===== src/rtl/spi_arb_pkg.sv =====
// rtl/spi_arb_pkg.sv - shared state encoding and counter widths for the SPI bus arbiter
package spi_arb_pkg;

  typedef enum logic [1:0] {
    IDLE      = 2'd0,
    XFER      = 2'd1,
    WAIT_NEXT = 2'd2,
    GAP       = 2'd3
  } state_t;

  // Sized for the parameter ranges GAP_CYCLES 1..15 and TIMEOUT 1..255.
  localparam int GAP_W = 4;
  localparam int TO_W  = 8;

endpackage


===== src/rtl/spi_arb_pick.sv =====
// rtl/spi_arb_pick.sv - one-hot owner pick for two requesters
// SPI_ARB_RR_EN: simultaneous requests go to the requester not granted last.
module spi_arb_pick (
  input  logic       req_a,
  input  logic       req_b,
  input  logic       last_a,
  output logic [1:0] pick
);

`ifdef SPI_ARB_RR_EN
  always_comb begin
    pick = 2'b00;
    if (req_a && req_b) pick = last_a ? 2'b10 : 2'b01;
    else if (req_a)     pick = 2'b01;
    else if (req_b)     pick = 2'b10;
  end
`else
  logic unused_last_a;
  assign unused_last_a = last_a;

  always_comb begin
    pick = 2'b00;
    if (req_a)      pick = 2'b01;
    else if (req_b) pick = 2'b10;
  end
`endif

endmodule


===== src/rtl/spi_arb.sv =====
// rtl/spi_arb.sv - two-requester SPI bus arbiter with inter-owner gap and idle timeout
// SPI_ARB_RR_EN selects round-robin instead of fixed A priority (see spi_arb_pick).
module spi_arb
  import spi_arb_pkg::*;
#(
  parameter int GAP_CYCLES = 2,
  parameter int TIMEOUT    = 255
) (
  input  logic       CLK,
  input  logic       RESET,
  input  logic       REQ_A,
  input  logic       REQ_B,
  input  logic [7:0] TX_A,
  input  logic [7:0] TX_B,
  input  logic       LAST_A,
  input  logic       LAST_B,
  output logic       GNT_A,
  output logic       GNT_B,
  output logic       ACK_A,
  output logic       ACK_B,
  output logic [7:0] RX,
  output logic       SPI_START,
  output logic [7:0] SPI_TX,
  input  logic       SPI_DONE,
  input  logic [7:0] SPI_RX,
  output logic       SS,
  output logic       TOUT
);

  state_t             state;
  logic [GAP_W-1:0]   gap_cnt;
  logic [TO_W-1:0]    idle_cnt;
  logic               last_q;
  logic               last_gnt_a;
  logic [1:0]         pick;
  logic               own_req;
  logic [7:0]         own_tx;
  logic               own_last;

  spi_arb_pick u_pick (
    .req_a  (REQ_A),
    .req_b  (REQ_B),
    .last_a (last_gnt_a),
    .pick   (pick)
  );

  assign own_req  = GNT_A ? REQ_A  : REQ_B;
  assign own_tx   = GNT_A ? TX_A   : TX_B;
  assign own_last = GNT_A ? LAST_A : LAST_B;

  always_ff @(posedge CLK or posedge RESET) begin
    if (RESET) begin
      state      <= IDLE;
      gap_cnt    <= '0;
      idle_cnt   <= '0;
      last_q     <= 1'b0;
      last_gnt_a <= 1'b0;
      GNT_A      <= 1'b0;
      GNT_B      <= 1'b0;
      ACK_A      <= 1'b0;
      ACK_B      <= 1'b0;
      RX         <= 8'h00;
      SPI_START  <= 1'b0;
      SPI_TX     <= 8'h00;
      SS         <= 1'b1;
      TOUT       <= 1'b0;
    end else begin
      ACK_A     <= 1'b0;
      ACK_B     <= 1'b0;
      SPI_START <= 1'b0;
      TOUT      <= 1'b0;
      case (state)
        IDLE: begin
          gap_cnt  <= '0;
          idle_cnt <= '0;
          if (|pick) begin
            GNT_A      <= pick[0];
            GNT_B      <= pick[1];
            last_gnt_a <= pick[0];
            SS         <= 1'b0;
            SPI_START  <= 1'b1;
            SPI_TX     <= pick[0] ? TX_A : TX_B;
            last_q     <= pick[0] ? LAST_A : LAST_B;
            state      <= XFER;
          end
        end
        XFER: begin
          if (SPI_DONE) begin
            RX       <= SPI_RX;
            ACK_A    <= GNT_A;
            ACK_B    <= GNT_B;
            idle_cnt <= '0;
            gap_cnt  <= '0;
            if (last_q) begin
              GNT_A <= 1'b0;
              GNT_B <= 1'b0;
              SS    <= 1'b1;
              state <= GAP;
            end else begin
              state <= WAIT_NEXT;
            end
          end
        end
        WAIT_NEXT: begin
          // The REQ seen during the ACK cycle still carries the byte just sent.
          if (own_req && !(ACK_A || ACK_B)) begin
            SPI_START <= 1'b1;
            SPI_TX    <= own_tx;
            last_q    <= own_last;
            idle_cnt  <= '0;
            state     <= XFER;
          end else if (idle_cnt == TO_W'(TIMEOUT - 1)) begin
            TOUT    <= 1'b1;
            GNT_A   <= 1'b0;
            GNT_B   <= 1'b0;
            SS      <= 1'b1;
            gap_cnt <= '0;
            state   <= GAP;
          end else begin
            idle_cnt <= idle_cnt + 1'b1;
          end
        end
        GAP: begin
          if (gap_cnt == GAP_W'(GAP_CYCLES - 1)) begin
            gap_cnt <= '0;
            state   <= IDLE;
          end else begin
            gap_cnt <= gap_cnt + 1'b1;
          end
        end
        default: state <= IDLE;
      endcase
    end
  end

endmodule


===== config.mk =====
export PLATFORM = sky130hd
export DESIGN_NAME = spi_arb
export DESIGN_NICKNAME = d
export VERILOG_FILES = /design/src/rtl/spi_arb_pkg.sv /design/src/rtl/spi_arb_pick.sv /design/src/rtl/spi_arb.sv
export SDC_FILE = /design/constraint.sdc
export NUM_CORES = 1
export LEC_CHECK = 0
export CORE_ASPECT_RATIO = 0.5
export CORE_MARGIN = 1
export CORE_UTILIZATION = 52
export CTS_CLUSTER_SIZE = 28
export DETAILED_ROUTE_END_ITERATION = 10
export HOLD_SLACK_MARGIN = 0.02
export PLACE_DENSITY = 0.85
export SYNTH_ARGS = -nofsm -noshare
export SYNTH_HDL_FRONTEND = slang
export SYNTH_SLANG_ARGS = --single-unit
export TNS_END_PERCENT = 20

===== constraint.sdc =====
create_clock -name CLK -period 3.2 [get_ports CLK]
set_input_delay 0.32 -clock CLK [delete_from_list [all_inputs] [get_ports CLK]]
set_output_delay 0.32 -clock CLK [all_outputs]
set_load 0.02 [all_outputs]

Word-level counts from Yosys, hierarchy flattened
Cells that the tools add are included.
- flip-flop bits (word level): 38
- word-level logic and storage cells: 95
- input bits: 31
- reduce and logical (&&, ||, !) cells: 13
- $add $sub $neg: 2
- mux-type cells: 53
- equality and inequality tests: 14
- operator list (cell ; count):
    two-way mux 8 bit ; 7
    two-way mux 1 bit ; 26
    one-hot mux 8 bit (3 select lines) ; 1
    two-way mux 4 bit ; 4
    one-hot mux 4 bit (4 select lines) ; 1
    one-hot mux 8 bit (2 select lines) ; 1
    two-way mux 2 bit ; 7
    != test 2 bit (second input constant) ; 7
    one-hot mux 1 bit (3 select lines) ; 3
    AND reduction 3 bit ; 3
    adder 8 x 1 -> 8 bit (second input constant) ; 1
    == test 8 bit (second input constant) ; 1
    one-hot mux 2 bit (4 select lines) ; 1
    != test 3 bit (second input constant) ; 2
    AND reduction 6 bit ; 1
    adder 4 x 1 -> 4 bit (second input constant) ; 1
    == test 2 bit (second input constant) ; 2
    == test 4 x 1 -> 1 bit (second input constant) ; 1
    one-hot mux 1 bit (2 select lines) ; 2
    AND reduction 4 bit ; 1
    nonzero test 3 bit ; 1
    == test 2 x 1 -> 1 bit (second input constant) ; 1
    zero test 2 bit ; 1
    AND reduction 2 bit ; 1
    5 further kinds ; 5

Logic depth before layout (Yosys ltp)
Gate-level depths: netlist (run 1).
- word-level depth: 5
- gate-level depth with buffers: 7

Cells and area by module
From an unflattened synthesis (run 1), not the netlist that was laid out.
- cells, all modules: 174
- area total of the unflattened synthesis: 2064.5 µm²
- modules (own cells, without submodules) (module ; cells an instance ; instances ; area an instance (µm²)):
    spi_arb ; 172 ; 1 ; 2043.2
    spi_arb_pick ; 2 ; 1 ; 21.3

Worst setup path after synthesis (run 1)
OpenSTA, ideal clock, no wires.
- path type: register to register
- from: reg state[0]
- to: reg SPI_TX[0]
- setup slack: 996 ps
- path buffers: 1
- setup time: 125 ps
- stages on the path, launching flop included: 7
- data arrival time: 2079 ps
- required time: 3075 ps
- cells stage by stage: dfrtp_1 -> inv_1 -> ha_1 -> buf_2 -> mux2i_1 -> mux2_2 -> mux2_2
- word-level cells in the longest chain between the ends: 3
- ends and longest elaborated chain (element ; RTL line ; text):
    start: declaration ; spi_arb.sv:30 ; state_t state;
    start signal: assignment ; spi_arb.sv:53 ; state <= IDLE;
    start signal: assignment ; spi_arb.sv:84 ; state <= XFER;
    start signal: assignment ; spi_arb.sv:98 ; state <= GAP;
    == test 2 bit / zero test 2 bit (equally long branches) ; spi_arb.sv:72 ; case (state)
    != test 2 bit (no source line) / nonzero test 2 bit (equally long branches) ; n/a ;
    AND reduction 3 bit (no source line) ; n/a ;
    end signal: assignment ; spi_arb.sv:82 ; SPI_TX <= pick[0] ? TX_A : TX_B;
    end signal: assignment ; spi_arb.sv:108 ; SPI_TX <= own_tx;
    end: declaration ; spi_arb.sv:23 ; output logic [7:0] SPI_TX,
Parallel ways exist; a longest one is shown, timed or not.
A chain may end at the register's enable or synchronous reset.

Worst setup path after layout (run 1)
- from: reg state[0]
- to: reg SPI_TX[7]
The elaborated chain is that of the path after synthesis.

==> results of run 1 <==
==> where the power goes <==
group          leakage [nW]  switching [W]  internal [W]  total, W
registers             0.481       0.000112      0.000652  0.000764
logic                 0.642       0.000596      0.000630   0.00123
clock network        0.0504       0.000181      0.000232  0.000413
==> cells by family (layout without fill, tap and decap cells) <==
family	Yosys count	in the layout	synth area share, %
and+or+nand+nor	51	51	13.5
DFF	38	38	47.0
AOI/OAI and AO/OA	34	34	13.1
muxes	32	32	18.0
buffers and inverters	12	73	2.29
adders and majority gates	10	10	6.18
==> final cells by class <==
class	instances	share of cell area, %
Multi-Input combinational cell	127	37.5
Sequential cell	38	34.7
Timing Repair Buffer	55	19.9
Clock buffer	5	2.51
Tap cell	51	2.33
Clock inverter	3	1.64
Inverter	10	1.37
==> sequential cells by signal, summed over array words and instances, names as in the netlist <==
| name | count |
|---|---|
| SS | 1 |
| state | 2 |
| idle_cnt | 8 |
| GNT_B | 1 |
| ACK_A | 1 |
| GNT_A | 1 |
| ACK_B | 1 |
| RX | 8 |
| gap_cnt | 4 |
| last_q | 1 |
| SPI_START | 1 |
| SPI_TX | 8 |
| TOUT | 1 |
==> path summary, 6_finish.rpt <==
| path | from | end | slack, ps | cells past startpoint |
|---|---|---|---|---|
| worst max-delay path | state[0]$_DFFE_PP0P_ | SPI_TX[7]$_DFFE_PP0P_ | 940 | 5 |
| max in group asynchronous | RESET | idle_cnt[7]$_DFFE_PP0P_ | 1990 | 3 |
| min in group CLK | SPI_TX[6]$_DFFE_PP0P_ | SPI_TX[6]$_DFFE_PP0P_ | 510 | 1 |
| worst max register to register | state[0]$_DFFE_PP0P_ | SPI_TX[7]$_DFFE_PP0P_ | 940 | 5 |
| worst min-delay path | RESET | RX[4]$_DFFE_PP0P_ | 460 | 2 |
| worst min register to register | SPI_TX[6]$_DFFE_PP0P_ | SPI_TX[6]$_DFFE_PP0P_ | 510 | 1 |
==> cells in the mapped netlist (3+ instances only) <==
master / instances
inv_1: 10
ha_1: 10
nor2_1: 7
mux2_2: 28
a21oi_1: 5
o2111ai_1: 3
nor3_1: 4
dfrtp_1: 37
nand3_1: 8
or4_1: 3
nand2_1: 12
and3_1: 3
o21ai_0: 5
==> critical path, stage by stage, from the launching register on <==
cell,delay [ps]
dfrtp_1,440
inv_1,150
ha_1,400
or3b_4,450
a21oi_4,310
mux2_2,380
==> cell usage in the layout (no fill, tap or decap), types with 2 or more instances in the layout <==
master            n
mux2i_1           2
nand2b_1          2
a32o_1            2
o2bb2ai_1         2
nor3_1            4
and3_1            3
nor2_1            7
and2_1            2
buf_4             2
o311ai_0          2
or4_1             3
a221oi_1          2
nand3_1           8
a21oi_1           5
clkdlybuf4s50_1  53
clkinvlp_4        2
a21o_1            2
o2111ai_1         3
clkbuf_8          5
nand2_1          12
mux2_2           28
dfrtp_1          37
or2_2             2
ha_1             10
inv_1            10
nor3b_1           2
o21ai_0           5
==> layer usage <==
metal | up-vias | track usage (%)
met5 | - | 0
met4 | 0 | 8.71
met3 | 6 | 6.27
met2 | 47 | 45.0
met1 | 795 | 28.1
li1 | 777 | -
==> metrics by stage <==
step / power (W) / hold slack (ps) / setup WS [ps] / cell area [sq um] / cells
after floorplan: 0.00154 / 459 / 996 / 2030 / 177
after global placement: 0.00194 / 487 / 953 / 2630 / 281
after detailed placement: 0.00200 / 492 / 860 / 2630 / 281
after CTS: 0.00242 / 486 / 955 / 2740 / 289
after global routing: 0.00254 / 520 / 848 / 2740 / 289
final: 0.00240 / 461 / 943 / 2740 / 289
==> flow_metrics.tcl, run 1 <==
set metrics [dict create \
    vias_per_cell 5.62 \
    max-cap-violations 0 \
    start_kind "register" \
    numCtsBuffers 5 \
    nFillCells 237 \
    grtUsageTotal_pct 24.1 \
    yosys-top-cells-area "dfrtp_1 46%, mux2_2 16%, ha_1 6.2%, nand2_1 2.2%, nand3_1 2.0%" \
    cp.required_ps 3380 \
    hold_viol_final 0 \
    die_w_um 90.3 \
    drcViolationCount 0 \
    met1_length_um 1960 \
    row_count 15 \
    setup_viol 0 \
    hold_path_class "in -> async" \
    slew_viol_final 0 \
    htree_levels 2 \
    grt_setup_unrepaired "no" \
    fin_crit_sh_pct 70.5 \
    ios 54 \
    clock_latency_ps 290 \
    cts_root_buf "clkbuf_8" \
    clock-sinks 38 \
    grt_pass1_wl_um 7570 \
    grt_overflow_total 0 \
    synth_area_leader_cell "dfrtp_1" \
    finClkSkew_ps 8.68 \
    final_util_pct 76.4 \
    grt_pass1_vias 1679 \
    slew_headroom_pct 49.4 \
    dieArea_sq_mm 0.00416 \
    cts-resized-gates 0 \
    synth_edf_count 0 \
    nets 278 \
    ys_ff_latch 38 \
    ff_latch_area_sq_um 952 \
    grt_max_degree 21 \
    crit_path_max_fanout 11 \
    antenna_cells 0 \
    highest_layer "met4" \
    p_per_area_mw_per_mm2 877 \
    power_leakage_nw 1.17 \
    cts.path.max_buffers 2 \
    syn_avg_cell_area_sq_um 11.4 \
    drt_iter0_markers 124 \
    worst_pin_slew_ps 759 \
    avgRoutedWirePerCell_um 15.7 \
    die_h_um 46.1 \
    status "completed" \
    initial_utilization_pct 56.5 \
    worst_ep_arrival_time_ps 2430 \
    first_pass_iters 4 \
    crit_type "reg -> reg" \
    synth_top_area_share_pct 45.7 \
    seq_area_frac_synth_pct 47.0 \
    ys_warn_count 0 \
    fin_crit_ps 2260 \
    io_buffers 53 \
    syn_nets 218 \
    postRouteAntennaNets 0 \
    multi_input_area_sq_mm 0.00103 \
    post_synth_num_cell_types 45 \
    ir_drop_mv 0.510 \
    ys.flop_type "dfrtp_1" \
    end_kind "register" \
    clk_pin_slew_ps 80 \
    num_vias 1625 \
    syn_to_final_growth_pct 35.3 \
    wl_met2_um 2290 \
    max_freq_ghz 0.443 \
    syn_inst 177 \
    ctsHoldBuffers 0 \
    setup-tns-final_ps 0 \
    post_cts_buffers 0 \
    dp_hpwl_um 3370 \
    coreArea_sq_mm 0.00358 \
    synthArstFlopShare_pct 100 \
    gp_congestion 0.874 \
    routed_wl_um 4550 \
    antenna_found_initial 0 \
    syn_area_sq_mm 0.00203 \
    cts_tree "built" \
    post_route_cells_drive_above_1_share_pct 20.2 \
    wl_met3_um 244 \
]
Note: power is estimated with default switching activity, not from simulation.
==> inputs of run 2 (changes only) <==
--- a/config.mk
+++ b/config.mk
@@ -7,11 +7,11 @@
 export LEC_CHECK = 0
 export CORE_ASPECT_RATIO = 0.5
 export CORE_MARGIN = 1
-export CORE_UTILIZATION = 52
+export CORE_UTILIZATION = 48
 export CTS_CLUSTER_SIZE = 28
 export DETAILED_ROUTE_END_ITERATION = 10
 export HOLD_SLACK_MARGIN = 0.02
-export PLACE_DENSITY = 0.85
+export PLACE_DENSITY = 0.79
 export SYNTH_ARGS = -nofsm -noshare
 export SYNTH_HDL_FRONTEND = slang
 export SYNTH_SLANG_ARGS = --single-unit
==> constraint.sdc (replaced) <==
create_clock -name CLK -period 2.25 [get_ports CLK]
set_input_delay 0.225 -clock CLK [delete_from_list [all_inputs] [get_ports CLK]]
set_output_delay 0.225 -clock CLK [all_outputs]
set_load 0.02 [all_outputs]
==> flow_metrics.tcl, run 2 (same netlist as run 1, synthesis figures left out) <==
set metrics [dict create \
    p_clk_share_pct 19.3 \
    final_cells 297 \
    avgRoutedWirePerCell_um 15.7 \
    ir_drop_mv 0.872 \
    setup_viol 0 \
    row_count 16 \
    post_cts_buffers 0 \
    htree_levels 2 \
    die_h_um 47.9 \
    final_common_cell "clkdlybuf4s50_1" \
    slew_headroom_pct 44.7 \
    final_util_pct 71.1 \
    sw_frac_of_total_pct 35.4 \
    coreArea_sq_mm 0.00396 \
    whs_ps 265 \
    drt_iter0_markers 61 \
    dieArea_sq_mm 0.00450 \
    routed_wl_um 4670 \
    wl_met2_um 2390 \
    clock_latency_ps 290 \
    grt_overflow_total 0 \
    nets 283 \
    hold_path_class "in -> async" \
    antenna_found_initial 0 \
    wl_met3_um 170 \
    power_leakage_nw 1.22 \
    setup-tns-final_ps 0 \
    end_kind "register" \
    gp_congestion 0.868 \
    start_kind "register" \
    syn_to_final_growth_pct 39.1 \
    cts_tree "built" \
    post_route_cells_drive_above_1_share_pct 21.8 \
    cts-resized-gates 0 \
    worst_ep_arrival_time_ps 2340 \
    mostFrequentLayoutCells "53 x clkdlybuf4s50_1, 37 x dfrtp_1, 28 x mux2_2, 12 x nand2_1" \
    initial_utilization_pct 51.1 \
    net-switching-power_w 0.00128 \
    finClkSkew_ps 7.51 \
    drcViolationCount 0 \
    p_seq_share_pct 30.0 \
    status "completed" \
    met1_length_um 2090 \
    p_comb_share_pct 50.7 \
    worst_pin_slew_ps 820 \
    numCtsBuffers 5 \
    largestRegisters "RX x8, SPI_TX x8, idle_cnt x8" \
    postRouteAntennaNets 0 \
    crit_type "reg -> reg" \
    highest_layer "met4" \
    cts_root_buf "clkbuf_8" \
    clk_pin_slew_ps 80 \
    max-cap-violations 0 \
    cts.path.max_buffers 2 \
    dp_cells 288 \
    antenna_cells 0 \
    io_buffers 53 \
    first_pass_iters 4 \
    clock-sinks 38 \
    p_per_area_mw_per_mm2 1280 \
    slew_viol_final 0 \
    num_vias 1652 \
    cp.required_ps 2430 \
    vias_per_cell 5.56 \
    dp_hpwl_um 3450 \
    fin_crit_sh_pct 95.9 \
    max_freq_ghz 0.463 \
    fin_crit_ps 2160 \
    crit_path_max_fanout 9 \
    grt_pass1_wl_um 7220 \
    die_w_um 93.9 \
    hold_viol_final 0 \
    ctsHoldBuffers 0 \
    internal_power_w 0.00233 \
    grt_setup_unrepaired "no" \
    grt_pass1_vias 1533 \
    grt_max_degree 24 \
    ios 54 \
    grtUsageTotal_pct 21.6 \
]
## run 2: cell types whose count changed in the layout (fill, tap and decap cells not counted), sizes merged
cell / before / now
bufinv: 1 / 2
clkinv: 0 / 1
clkinvlp: 2 / 0
buf: 2 / 7
## run 2: area by class of cell
cell class	instances	area [sq um]
clock buffers	5	68.8
clock inverters	3	68.8
fillers	302	1150
inverters	10	37.5
multi-input cells	127	1030
flip-flops and latches	38	952
well taps	54	67.6
repair buffers	60	596
## run 2: final timing paths
path,from,endpoint,slack [ps],depth (start not counted)
min reg2reg,SPI_TX[1]$_DFFE_PP0P_,SPI_TX[1]$_DFFE_PP0P_,510,1
max reg2reg,state[0]$_DFFE_PP0P_,SPI_TX[5]$_DFFE_PP0P_,90,6
min in group CLK,SPI_TX[1]$_DFFE_PP0P_,SPI_TX[1]$_DFFE_PP0P_,510,1
min,RESET,gap_cnt[1]$_DFFE_PP0P_,260,3
max,state[0]$_DFFE_PP0P_,SPI_TX[5]$_DFFE_PP0P_,90,6
max in group asynchronous,RESET,SS$_DFFE_PP1P_,1650,3
## run 2: critical path: stages (launching register included)
cell and delay [ps]:
dfrtp_1 440, inv_1 160, ha_1 330, or3b_4 460
a21oi_4 180, buf_12 140, mux2_2 330
## run 2: per-layer routing
metal | global-route usage (%) | vias to the layer above
li1 | - | 792
met1 | 26.4 | 823
met2 | 39.6 | 35
met3 | 5.56 | 2
met4 | 6.77 | 0
met5 | 0 | -
## run 2: metrics by stage
stage	total power (W)	setup WS, ps	area, sq um
after global routing	0.00380	22.2	2820
after CTS	0.00355	98.6	2800
final	0.00360	92.1	2820
after floorplan	0.00218	46.4	2030
after global placement	0.00279	161	2660
after detailed placement	0.00285	73.4	2660
## run 2: power by group through the flow
| stage | sequential, W | combinational [W] | clock (W) |
|---|---|---|---|
| floorplan | 0.00130 | 0.000883 | 0 |
| global placement | 0.00108 | 0.00171 | 0 |
| detailed placement | 0.00109 | 0.00176 | 0 |
| CTS | 0.00108 | 0.00176 | 0.000708 |
| global route | 0.00112 | 0.00195 | 0.000736 |
| finish | 0.00108 | 0.00183 | 0.000693 |
==> inputs of run 3 (changes only) <==
--- a/config.mk
+++ b/config.mk
@@ -12,6 +12,7 @@
 export DETAILED_ROUTE_END_ITERATION = 10
 export HOLD_SLACK_MARGIN = 0.02
 export PLACE_DENSITY = 0.79
+export SLEW_MARGIN = 10
 export SYNTH_ARGS = -nofsm -noshare
 export SYNTH_HDL_FRONTEND = slang
 export SYNTH_SLANG_ARGS = --single-unit
==> constraint.sdc (replaced) <==
create_clock -name CLK -period 2.1 [get_ports CLK]
set_input_delay 0.21 -clock CLK [delete_from_list [all_inputs] [get_ports CLK]]
set_output_delay 0.21 -clock CLK [all_outputs]
set_load 0.02 [all_outputs]
==> flow_metrics.tcl, run 3 (same netlist as run 1, synthesis figures left out) <==
set metrics [dict create \
    die_h_um 47.9 \
    grt_overflow_total 0 \
    nets 283 \
    place_area_sq_mm 0.00266 \
    fin_ws_ps 93.0 \
    largestRegisters "RX x8, SPI_TX x8, idle_cnt x8" \
    end_kind "register" \
    drcViolationCount 0 \
    initial_utilization_pct 51.1 \
    dp_hpwl_um 3390 \
    syn_to_final_growth_pct 37.9 \
    slew_headroom_pct 62.0 \
    critPathSlowestCell "dfrtp_1" \
    row_count 16 \
    clk_pin_slew_ps 80 \
    first_pass_iters 4 \
    grtUsageTotal_pct 21.6 \
    dieArea_sq_mm 0.00450 \
    pre_cts_slack_ps -10.3 \
    grt_max_degree 39 \
    start_kind "register" \
    net-switching-power_w 0.00137 \
    grt_pass1_wl_um 7020 \
    rr_endpoint "SPI_TX[6]$_DFFE_PP0P_" \
    final_common_cell "clkdlybuf4s50_1" \
    mostFrequentLayoutCells "53 x clkdlybuf4s50_1, 37 x dfrtp_1, 28 x mux2_2, 12 x nand2_1" \
    htree_levels 2 \
    cts.path.max_buffers 2 \
    cts-resized-gates 0 \
    p_comb_share_pct 52.1 \
    post_cts_buffers 0 \
    antenna_found_initial 0 \
    path_cells "inv_1 > ha_1 > or3b_4 > a21oi_4 > buf_12 > mux2_2" \
    gp_congestion 0.835 \
    internal_power_w 0.00237 \
    antenna_cells 0 \
    rr_worst_depth 6 \
    routed_wl_um 4600 \
    ios 54 \
    coreArea_sq_mm 0.00396 \
    r2r_slack_ps 90 \
    worst_ep_arrival_time_ps 2190 \
    p_seq_share_pct 31.3 \
    finClkSkew_ps 8.09 \
    slew_viol_final 0 \
    setup_viol 0 \
    cp.required_ps 2280 \
    max-cap-violations 0 \
    nFillCells 305 \
    fin_crit_sh_pct 95.6 \
    hold_path_class "in -> async" \
    path_buf_inv 2 \
    p_per_area_mw_per_mm2 1340 \
    final_area_sq_mm 0.00279 \
    drt_iter0_markers 79 \
    r2r_start "state[0]$_DFFE_PP0P_" \
    p_clk_share_pct 16.6 \
    post_route_cells_drive_above_1_share_pct 22.2 \
    numCtsBuffers 5 \
    die_w_um 93.9 \
    status "completed" \
    avgRoutedWirePerCell_um 15.5 \
    critPathMaxStageDelay_ps 430 \
    io_buffers 53 \
    grt_setup_unrepaired "no" \
    clock_latency_ps 290 \
    grt_pass1_vias 1452 \
    clock-sinks 38 \
    worst_pin_slew_ps 568 \
    fin_crit_ps 2010 \
    power_leakage_nw 1.21 \
    postRouteAntennaNets 0 \
    cts_root_buf "clkbuf_8" \
    sw_frac_of_total_pct 36.6 \
    cts_tree "built" \
    ir_drop_mv 0.924 \
    crit_type "reg -> reg" \
    crit_path_max_fanout 9 \
    ctsHoldBuffers 0 \
    max_freq_ghz 0.498 \
    num_vias 1638 \
    path_delay_family "flip-flops" \
    hold_viol_final 0 \
    vias_per_cell 5.52 \
]
## run 3: changes by cell type in the layout (fill, tap and decap cells not counted)
cell,change
mux2i_2,+1
mux2i_1,-1
clkinv_2,+2
bufinv_16,-1
clkinv_4,-1
## run 3: area by class of cell
type                            instances  area (sq um)  area share (%)
Multi-Input combinational cell        127          1030            36.9
Sequential cell                        38           952            34.1
Timing Repair Buffer                   60           596            21.3
Clock buffer                            5          68.8            2.46
Tap cell                               54          67.6            2.42
Clock inverter                          3          40.0            1.43
Inverter                               10          37.5            1.34
## run 3: worst min-delay path, stage by stage
cell	delay, ps
clkdlybuf4s50_1	390
inv_1	50
buf_4	410
## run 3: stage by stage
step / power, W / hold WS, ps / TNS, ps / util (%) / instances
finish: 0.00375 / 327 / 0 / 70.5 / 297
global route: 0.00397 / 384 / 0 / 70.5 / 297
CTS: 0.00370 / 341 / 0 / 69.9 / 296
detailed placement: 0.00308 / 496 / -10.3 / 67.2 / 288
global placement: 0.00300 / 486 / 0 / 67.2 / 288
floorplan: 0.00235 / 349 / 0 / - / 177
## run 3: worst max-delay path by stage
| stage | startpoint | endpoint | slack, ps | cells past startpoint |
|---|---|---|---|---|
| after floorplan | state[0]$_DFFE_PP0P_ | SPI_TX[0]$_DFFE_PP0P_ | 40 | 6 |
| after global placement | REQ_B | SPI_TX[2]$_DFFE_PP0P_ | 80 | 5 |
| after detailed placement | REQ_B | SPI_TX[6]$_DFFE_PP0P_ | -10 | 5 |
| after CTS | state[0]$_DFFE_PP0P_ | SPI_TX[6]$_DFFE_PP0P_ | 60 | 5 |
| after global routing | state[0]$_DFFE_PP0P_ | SPI_TX[1]$_DFFE_PP0P_ | 20 | 6 |
| final | state[0]$_DFFE_PP0P_ | SPI_TX[6]$_DFFE_PP0P_ | 90 | 6 |
## run 3: power by group through the flow
stage | Combinational [W] | Clock, W | Sequential [W]
after floorplan | 0.000951 | 0 | 0.00139
final | 0.00195 | 0.000622 | 0.00117
after CTS | 0.00190 | 0.000626 | 0.00117
after detailed placement | 0.00190 | 0 | 0.00118
after global placement | 0.00184 | 0 | 0.00116
after global routing | 0.00210 | 0.000665 | 0.00121
## run 3: layer usage
metal  GRT usage, %  vias to the layer above  wire [um]
met2           39.3                       38       2250
met1           26.5                      808       2110
met5              0                        -          0
met4           7.38                        0         63
li1               -                      785          -
met3           5.24                        7        172
